File: src/rtl/mul_seq_ctrl_pkg.sv
// Shared constants and state encoding for the sequential multiplier.
// Latency: n/a (declarations only).
// Backpressure: n/a.
package mul_seq_ctrl_pkg;

    // Datapath word width. The 64-bit accumulator and the 5-bit step counter
    // both assume 32-bit operands.
    localparam int WORD_LEN    = 32;
    localparam int MUL_CNT_LEN = 5;

    // Counter value at which the final shift-add step runs.
    localparam logic [MUL_CNT_LEN-1:0] MUL_LAST_STEP = '1;

    typedef enum logic [1:0] {
        MUL_IDLE = 2'd0,
        MUL_RUN  = 2'd1,
        MUL_DONE = 2'd2
    } mul_state_t;

endpackage

File: src/rtl/mul_datapath.sv
// Shift-add multiplier datapath: operand latch, 64-bit accumulator, result regs.
// Latency: 32 step cycles after load; HIGH/LOW are written on the final step.
// Backpressure: none; sequencing comes entirely from load/step/finish.
//
// Ports: clk, rst (async active-low), load (latch operands), step (one
// shift-add), finish (final step, write HIGH/LOW), signed_op, opA, opB,
// HIGH, LOW.
// Optional feature: MUL_SIGNED_EN enables signed multiplies via signed_op.
module mul_datapath
    import mul_seq_ctrl_pkg::*;
(
    input  logic                clk,
    input  logic                rst,
    input  logic                load,
    input  logic                step,
    input  logic                finish,
    input  logic                signed_op,
    input  logic [WORD_LEN-1:0] opA,
    input  logic [WORD_LEN-1:0] opB,
    output logic [WORD_LEN-1:0] HIGH,
    output logic [WORD_LEN-1:0] LOW
);

    logic [WORD_LEN-1:0]   mcand;
    logic [2*WORD_LEN-1:0] acc;
    logic [2*WORD_LEN-1:0] acc_nxt;
    logic [2*WORD_LEN-1:0] prod;
    logic [WORD_LEN:0]     partial;
    logic [WORD_LEN-1:0]   a_mag;
    logic [WORD_LEN-1:0]   b_mag;

    // The multiplier lives in the low half of the accumulator and is consumed
    // one bit per step while partial sums enter the high half, so after 32
    // steps the accumulator holds the full product.
    always_comb begin
        partial = {1'b0, acc[2*WORD_LEN-1:WORD_LEN]};
        if (acc[0]) begin
            partial = {1'b0, acc[2*WORD_LEN-1:WORD_LEN]} + {1'b0, mcand};
        end
        acc_nxt = {partial, acc[WORD_LEN-1:1]};
    end

`ifdef MUL_SIGNED_EN
    logic neg_in;
    logic neg_q;

    // Signed operands are reduced to magnitudes at latch time. The magnitude
    // of 0x80000000 is 2^31, which is still representable unsigned.
    always_comb begin
        a_mag  = opA;
        b_mag  = opB;
        neg_in = 1'b0;
        if (signed_op) begin
            if (opA[WORD_LEN-1]) a_mag = -opA;
            if (opB[WORD_LEN-1]) b_mag = -opB;
            neg_in = opA[WORD_LEN-1] ^ opB[WORD_LEN-1];
        end
    end

    always_ff @(posedge clk or negedge rst) begin
        if (!rst) begin
            neg_q <= 1'b0;
        end else if (load) begin
            neg_q <= neg_in;
        end
    end

    assign prod = neg_q ? -acc_nxt : acc_nxt;
`else
    logic unused_signed_op;

    assign unused_signed_op = signed_op;
    assign a_mag = opA;
    assign b_mag = opB;
    assign prod  = acc_nxt;
`endif

    always_ff @(posedge clk or negedge rst) begin
        if (!rst) begin
            mcand <= '0;
            acc   <= '0;
            HIGH  <= '0;
            LOW   <= '0;
        end else begin
            if (load) begin
                mcand <= a_mag;
                acc   <= {{WORD_LEN{1'b0}}, b_mag};
            end else if (step) begin
                acc <= acc_nxt;
            end
            if (finish) begin
                HIGH <= prod[2*WORD_LEN-1:WORD_LEN];
                LOW  <= prod[WORD_LEN-1:0];
            end
        end
    end

endmodule

File: src/rtl/mul_seq_ctrl.sv
// Sequential multiply controller: IDLE/RUN/DONE FSM, step counter, stall/done.
// Latency: MUL_EN in cycle k -> done pulse in cycle k+33, IDLE again in k+34.
// Backpressure: stall holds the pipeline from the request cycle through RUN.
//
// Ports: clk, rst (async active-low), MUL_EN, flush, opA, opB, signed_op,
// stall, busy, done, HIGH, LOW.
// Optional feature: MUL_SIGNED_EN enables signed multiplies via signed_op.
module mul_seq_ctrl
    import mul_seq_ctrl_pkg::*;
(
    input  logic                clk,
    input  logic                rst,
    input  logic                MUL_EN,
    input  logic                flush,
    input  logic [WORD_LEN-1:0] opA,
    input  logic [WORD_LEN-1:0] opB,
    input  logic                signed_op,
    output logic                stall,
    output logic                busy,
    output logic                done,
    output logic [WORD_LEN-1:0] HIGH,
    output logic [WORD_LEN-1:0] LOW
);

    mul_state_t             state_q;
    mul_state_t             state_d;
    logic [MUL_CNT_LEN-1:0] count_q;
    logic                   load;
    logic                   step;
    logic                   finish;

    always_ff @(posedge clk or negedge rst) begin
        if (!rst) begin
            state_q <= MUL_IDLE;
        end else begin
            state_q <= state_d;
        end
    end

    // flush overrides every transition, including a start from IDLE.
    always_comb begin
        state_d = state_q;
        unique case (state_q)
            MUL_IDLE: if (MUL_EN) state_d = MUL_RUN;
            MUL_RUN:  if (count_q == MUL_LAST_STEP) state_d = MUL_DONE;
            MUL_DONE: state_d = MUL_IDLE;
            default:  state_d = MUL_IDLE;
        endcase
        if (flush) state_d = MUL_IDLE;
    end

    assign load   = (state_q == MUL_IDLE) && MUL_EN && !flush;
    assign step   = (state_q == MUL_RUN) && !flush;
    assign finish = step && (count_q == MUL_LAST_STEP);

    always_ff @(posedge clk or negedge rst) begin
        if (!rst) begin
            count_q <= '0;
        end else if (load) begin
            count_q <= '0;
        end else if (state_q == MUL_RUN) begin
            count_q <= count_q + 1'b1;
        end
    end

    // stall is gated by rst so it drops the moment reset asserts, even if
    // MUL_EN is still high; it is low in DONE so the instruction advances
    // together with its result.
    assign stall = rst && !flush && (load || (state_q == MUL_RUN));
    assign busy  = (state_q == MUL_RUN);
    assign done  = (state_q == MUL_DONE);

    mul_datapath u_datapath (
        .clk       (clk),
        .rst       (rst),
        .load      (load),
        .step      (step),
        .finish    (finish),
        .signed_op (signed_op),
        .opA       (opA),
        .opB       (opB),
        .HIGH      (HIGH),
        .LOW       (LOW)
    );

endmodule
File: config.mk
export PLATFORM = sky130hd
export DESIGN_NAME = mul_seq_ctrl
export DESIGN_NICKNAME = d
export VERILOG_FILES = /design/src/rtl/mul_seq_ctrl_pkg.sv /design/src/rtl/mul_datapath.sv /design/src/rtl/mul_seq_ctrl.sv
export SDC_FILE = /design/constraint.sdc
export NUM_CORES = 1
export LEC_CHECK = 0
export CAP_MARGIN = 20
export CORE_MARGIN = 2
export CORE_UTILIZATION = 45
export CTS_CLUSTER_SIZE = 10
export DETAILED_ROUTE_END_ITERATION = 7
export PLACE_DENSITY = 0.69
export SLEW_MARGIN = 25
export SYNTH_ARGS = -nofsm -noshare
export SYNTH_HDL_FRONTEND = slang
export SYNTH_SLANG_ARGS = --single-unit
File: constraint.sdc
create_clock -name clk -period 4.4 [get_ports clk]
set_clock_uncertainty 0.1 [all_clocks]
set_input_delay 0.44 -clock clk [delete_from_list [all_inputs] [get_ports clk]]
set_output_delay 0.44 -clock clk [all_outputs]
set_load 0.02 [all_outputs]
### Yosys cells after proc, flatten, opt, wreduce, memory -nomap -nowiden

Index checks and enable logic that the tools add are counted.

| storage, ports and cells | value |
|---|---|
| input port bits | 69 |
| output and inout bits | 67 |
| register bits after elaboration | 167 |
| word-level logic and storage cells | 34 |

| operators by class | value |
|---|---|
| multiplexer cells | 9 |
| reductions and logical operators | 12 |
| equal/unequal tests | 5 |
| add/sub/neg operators | 2 |

Operators with widths:

| cell | count |
|---|---|
| $mux W64 | 2 |
| $add A32 B32 Y33 | 1 |
| $mux W33 | 1 |
| $mux W5 | 2 |
| $logic_and A1 B1 Y1 | 6 |
| $mux W2 | 3 |
| $add A5 B1 Y5 const B | 1 |
| $eq A5 B5 Y1 const B | 1 |
| $pmux W2 S2 | 1 |
| $reduce_bool A2 Y1 | 2 |
| $ne A3 B2 Y1 const B | 1 |
| $ne A3 B3 Y1 const B | 1 |
| $eq A2 B1 Y1 const B | 1 |
| $eq A2 B2 Y1 const B | 1 |
| $logic_not A2 Y1 | 1 |
| $reduce_and A2 Y1 | 1 |
| $logic_not A1 Y1 | 1 |
| $logic_or A1 B1 Y1 | 1 |

### Depth between registers and ports, before layout

| depth | value |
|---|---|
| depth after elaboration | 5 |
| depth in mapped cells | 10 |
| mapped depth without buffers | 10 |

### Modules after synthesis

A second synthesis with hierarchy kept.

| second synthesis, totals | value |
|---|---|
| cells, all modules | 825 |
| area total of the unflattened synthesis | 8714.6 sq um |

Modules (own cells, without submodules):

| module | times used | sequential area each (sq um) | area each (sq um) | cells each |
|---|---|---|---|---|
| mul_datapath | 1 | 4003.8 | 8340.5 | 788 |
| mul_seq_ctrl | 1 | 175.2 | 374.1 | 37 |

### Worst setup path after synthesis

No wires, ideal clock.

| timing path | value |
|---|---|
| path kind | reg-to-reg |
| start | register u_datapath.acc[40] |
| end | register u_datapath.HIGH[28] |
| setup time | 125 ps |
| data required time | 4175 ps |
| path slack | 1533 ps |
| path buffers | 1 |
| data arrival time | 2642 ps |
| cell stages (with the launch flop) | 11 |
| cell sequence | dfrtp_1 ha_1 buf_6 a21o_1 a32o_1 or2_4 o211ai_2 a211oi_1 or3_1 a221o_1 mux2_4 |

| between the ends | value |
|---|---|
| cells in the longest elaborated chain, start to end | 2 |

Ends and longest elaborated chain:

| what | RTL line | source |
|---|---|---|
| start: declaration | mul_datapath.sv:25 | `logic [2*WORD_LEN-1:0] acc;` |
| start signal: assignment | mul_datapath.sv:87 | `acc <= {{WORD_LEN{1'b0}}, b_mag};` |
| start signal: assignment | mul_datapath.sv:89 | `acc <= acc_nxt;` |
| $add A32 B32 Y33 | mul_datapath.sv:38 | `partial = {1'b0, acc[2*WORD_LEN-1:WORD_LEN]} + {1'b0, mcand};` |
| $mux W33 | mul_datapath.sv:37 | `if (acc[0]) begin` |
| end signal: assignment | mul_datapath.sv:92 | `HIGH <= prod[2*WORD_LEN-1:WORD_LEN];` |
| end: declaration | mul_datapath.sv:20 | `output logic [WORD_LEN-1:0] HIGH,` |

No other way between the ends.
A chain may end at the register's enable or synchronous reset.

### Worst setup path in the final report

| timing path | value |
|---|---|
| start | register u_datapath.acc[32] |
| end | register u_datapath.HIGH[29] |

The elaborated chain is that of the path after synthesis.

==> results.ini <==
[outcome]
outcome = completed

[final_layout]
layout-drive-gt1-share = 0.05018
seq_area_um2 = 4179
multi_input_area_um2 = 4327
syn2layout_area_growth_pct = 24.87
fillers = 1802
final_nets = 1227

[floorplanning]
core_um2 = 19270
initial_utilization = 0.4543
die_x_um = 143.5
die_h_um = 143.5
num_rows = 51
dieArea_um2 = 20590
io_pins = 136

[detailed_routing]
viasPerCell = 5.344
wl_per_cell_um = 15.95
drt_wl_total_um = 22370
drc = 0
firstDrtPassIters = 7
vias = 7492
drt_iter0_drc = 526
ant_nets = 0

[clocking]
cts.clk_slew.worst_paths_ns = 0.08
cts-htree-levels = 4
root_buffer = clkbuf_16
clkSinkCount = 167
cts_setup_buffers = 0
cts_tree = yes
insertion_delay_ns = 0.43
clock_path_buffers = 2
cts_resized = 0
cts_buffers = 17

[critical_path]
critPathCaptureType = flop
cpMostUsedCell = a21oi_1
path_cells = ha_1 -> fa_1 -> a21o_1 -> a21oi_1 -> o21ai_0 -> a21oi_1 -> o31ai_1 -> a211oi_1 -> mux2i_1 -> nand2_1
critical_path_class = reg2reg
max_stage_delay_ns = 0.52
reg2reg_to = u_datapath.HIGH[29]
critical_path.slowest_cell = a21oi_1
r2r_cells = 10
worstPathMaxFanout = 6
arrival_ns = 3.63
required_ns = 4.62
reg2reg_from = u_datapath.acc[32]
reg2reg_slack_ns = 0.99
start_kind = flop

[synth]
synth-main-ff-cell = dfrtp_1
synth.top_cell.area_share = 0.4773
async_reset_ff_frac = 1.000
syn_avg_cell_area_um2 = 8.591
synth_compound_area_frac = 0.1581
synthXorXnorAreaFrac = 0.01801
ys_warn_count = 0
synth.net_count = 1123
synth-simple-area-share = 0.2380
synthMuxAreaShare = 0.02573
ys_ff_latch = 167
syn_inst = 1019
synth_area_leaders = dfrtp_1 48%, nand2_1 14%, ha_1 4.9%
synth_commonest_cells = 330 x nand2_1, 167 x dfrtp_1, 62 x o21ai_0, 58 x a21oi_1, 49 x clkbuf_1
yosysSeqAreaShare = 0.4773
synthAdderAreaFrac = 0.05088
synth_top_family_by_area = simple AND/OR/NAND/NOR gates
synth_cell_type_count = 55
synth_most_common_cell = nand2_1
synth_area_um2 = 8755
synth_top_cell_by_area = dfrtp_1
synth_edf_count = 0

[placement]
port_buffers = 134
hpwl_um = 14590
gp_congestion = 0.8981

[sta]
finalMaxSlewViolations = 0
relSlewSlack = 0.3353
tns_ns = 0
min_period_ns = 3.409
hold_viol = 0
final-setup-viol-count = 0
max_freq_ghz = 0.2934
worst_pin_slew_ns = 0.9909
rsz0062_at_grt = false
period_share = 0.7747

[worst_hold_path]
hp-class = reg2reg
whs_path_depth = 2
min_from = u_datapath.LOW[8]
min_to = u_datapath.LOW[8]

[global_routing]
antenna_found_initial = 0
grt_pass1_vias = 7293
grt_max_degree = 118
grt_overflow = 0
grt_pass1_wl_um = 37190
grt_use_total = 0.2271

[power_and_ir_drop]
p_int_mw = 3.275
power_leakage_nw = 5.400
clkPwrFrac = 0.286
p_sw_mw = 2.013
irDropWorstVdd_v = 0.0002934
p_per_area_nw_per_um2 = 483.8
swShare = 0.3807
combPwrFrac = 0.328
seqPwrFrac = 0.386
total_power_mw = 5.288

[job]
max_cap_violations = 0

## cells by family (layout without fill, tap and decap cells)
| kind of cell | count (synthesis) | count (layout) |
|---|---|---|
| and+or+nand+nor | 485 | 485 |
| AOI/OAI and AO/OA | 220 | 220 |
| DFF | 167 | 167 |
| buffers and inverters | 72 | 189 |
| adders and majority gates | 35 | 35 |
| muxes | 22 | 22 |
| xor gates and xnor gates | 18 | 18 |
| other | 0 | 1 |
## layout make-up
| cell class | count | share of cell area |
|---|---|---|
| Clock buffer | 17 | 0.03892 |
| Sequential cell | 167 | 0.3823 |
| Tap cell | 265 | 0.03033 |
| Clock inverter | 15 | 0.01648 |
| Multi-Input combinational cell | 780 | 0.3958 |
| Inverter | 12 | 0.004235 |
| Antenna cell | 1 | 0.0002289 |
| Timing Repair Buffer | 145 | 0.1317 |
## placed cells by master, fill, tap and decap left out, types with 6 or more instances in the layout
cell and n:
nand3_1 22, xnor2_1 10, nand4_1 15, ha_1 34, clkbuf_16 17, or3_1 10, nor2_1 42, buf_4 9
dfrtp_1 167, a21o_1 18, nor2b_1 7, clkdlybuf4s50_1 133, a31oi_1 14, xor2_1 8, nor3_1 6, o21a_1 6
nand2_1 329, nand2b_1 10, a22oi_1 30, and3_1 27, mux2i_1 21, a21oi_1 58, inv_1 10, o21ai_0 62
## what timing repair did
action / 4_1_cts / 5_1_grt
endpoints found under the hold margin: 50 / 0
setup endpoints to repair: 0 / 0
hold buffers: 1 / 0
## layer usage
metal	track usage	vias to the layer above	part of all wire
met1	0.3195	3619	0.48
li1	-	3711	-
met5	0	-	0
met2	0.3632	145	0.48
met3	0.03965	17	0.035
met4	0.06295	0	0.011
## state kept, by name, indices dropped and copies added, names as in the netlist
signal            flops
u_datapath.acc       64
u_datapath.HIGH      32
u_datapath.LOW       32
u_datapath.mcand     32
count_q               5
state_q               2
## metrics by stage
stage	cell area [um^2]	worst slack, ns	hold WS, ns	cells	util
6_report	10930	0.9914	0.3746	1402	0.5673
5_1_grt	10930	0.7581	0.4035	1401	0.5671
4_1_cts	10930	1.028	0.3818	1401	0.5671
3_5_place_dp	10310	1.052	0.3259	1368	0.5352
3_3_place_gp	10310	1.082	0.3291	1368	0.5351
2_1_floorplan	8755	1.533	0.04441	1019	-
## power groups by stage
| stage | Sequential (mW) | Combinational, mW | Clock (mW) |
|---|---|---|---|
| 3_3_place_gp | 2.05 | 1.68 | 0 |
| 3_5_place_dp | 2.06 | 1.72 | 0 |
| 5_1_grt | 2.08 | 1.95 | 1.61 |
| 4_1_cts | 2.04 | 1.73 | 1.54 |
| 2_1_floorplan | 2.00 | 1.29 | 0 |
| 6_report | 2.04 | 1.73 | 1.51 |
## worst max-delay path, delay by kind of cell (launching register included)
kind                     cells  cell delay [ns]
flip-flops                   1             0.40
adder cells (fa/ha/maj)      2             0.65
AND/OR/NAND/NOR              1             0.07
AO/OA/AOI/OAI                6             1.84
multiplexers                 1             0.24
## worst max-delay path by stage
stage / start / end
2_1_floorplan: u_datapath.acc[40] / u_datapath.HIGH[28]
3_3_place_gp: u_datapath.acc[32] / u_datapath.HIGH[29]
3_5_place_dp: u_datapath.acc[32] / u_datapath.HIGH[29]
4_1_cts: u_datapath.acc[32] / u_datapath.HIGH[29]
5_1_grt: u_datapath.acc[32] / u_datapath.HIGH[29]
6_report: u_datapath.acc[32] / u_datapath.HIGH[29]
Power figures use the tool's default switching activity.
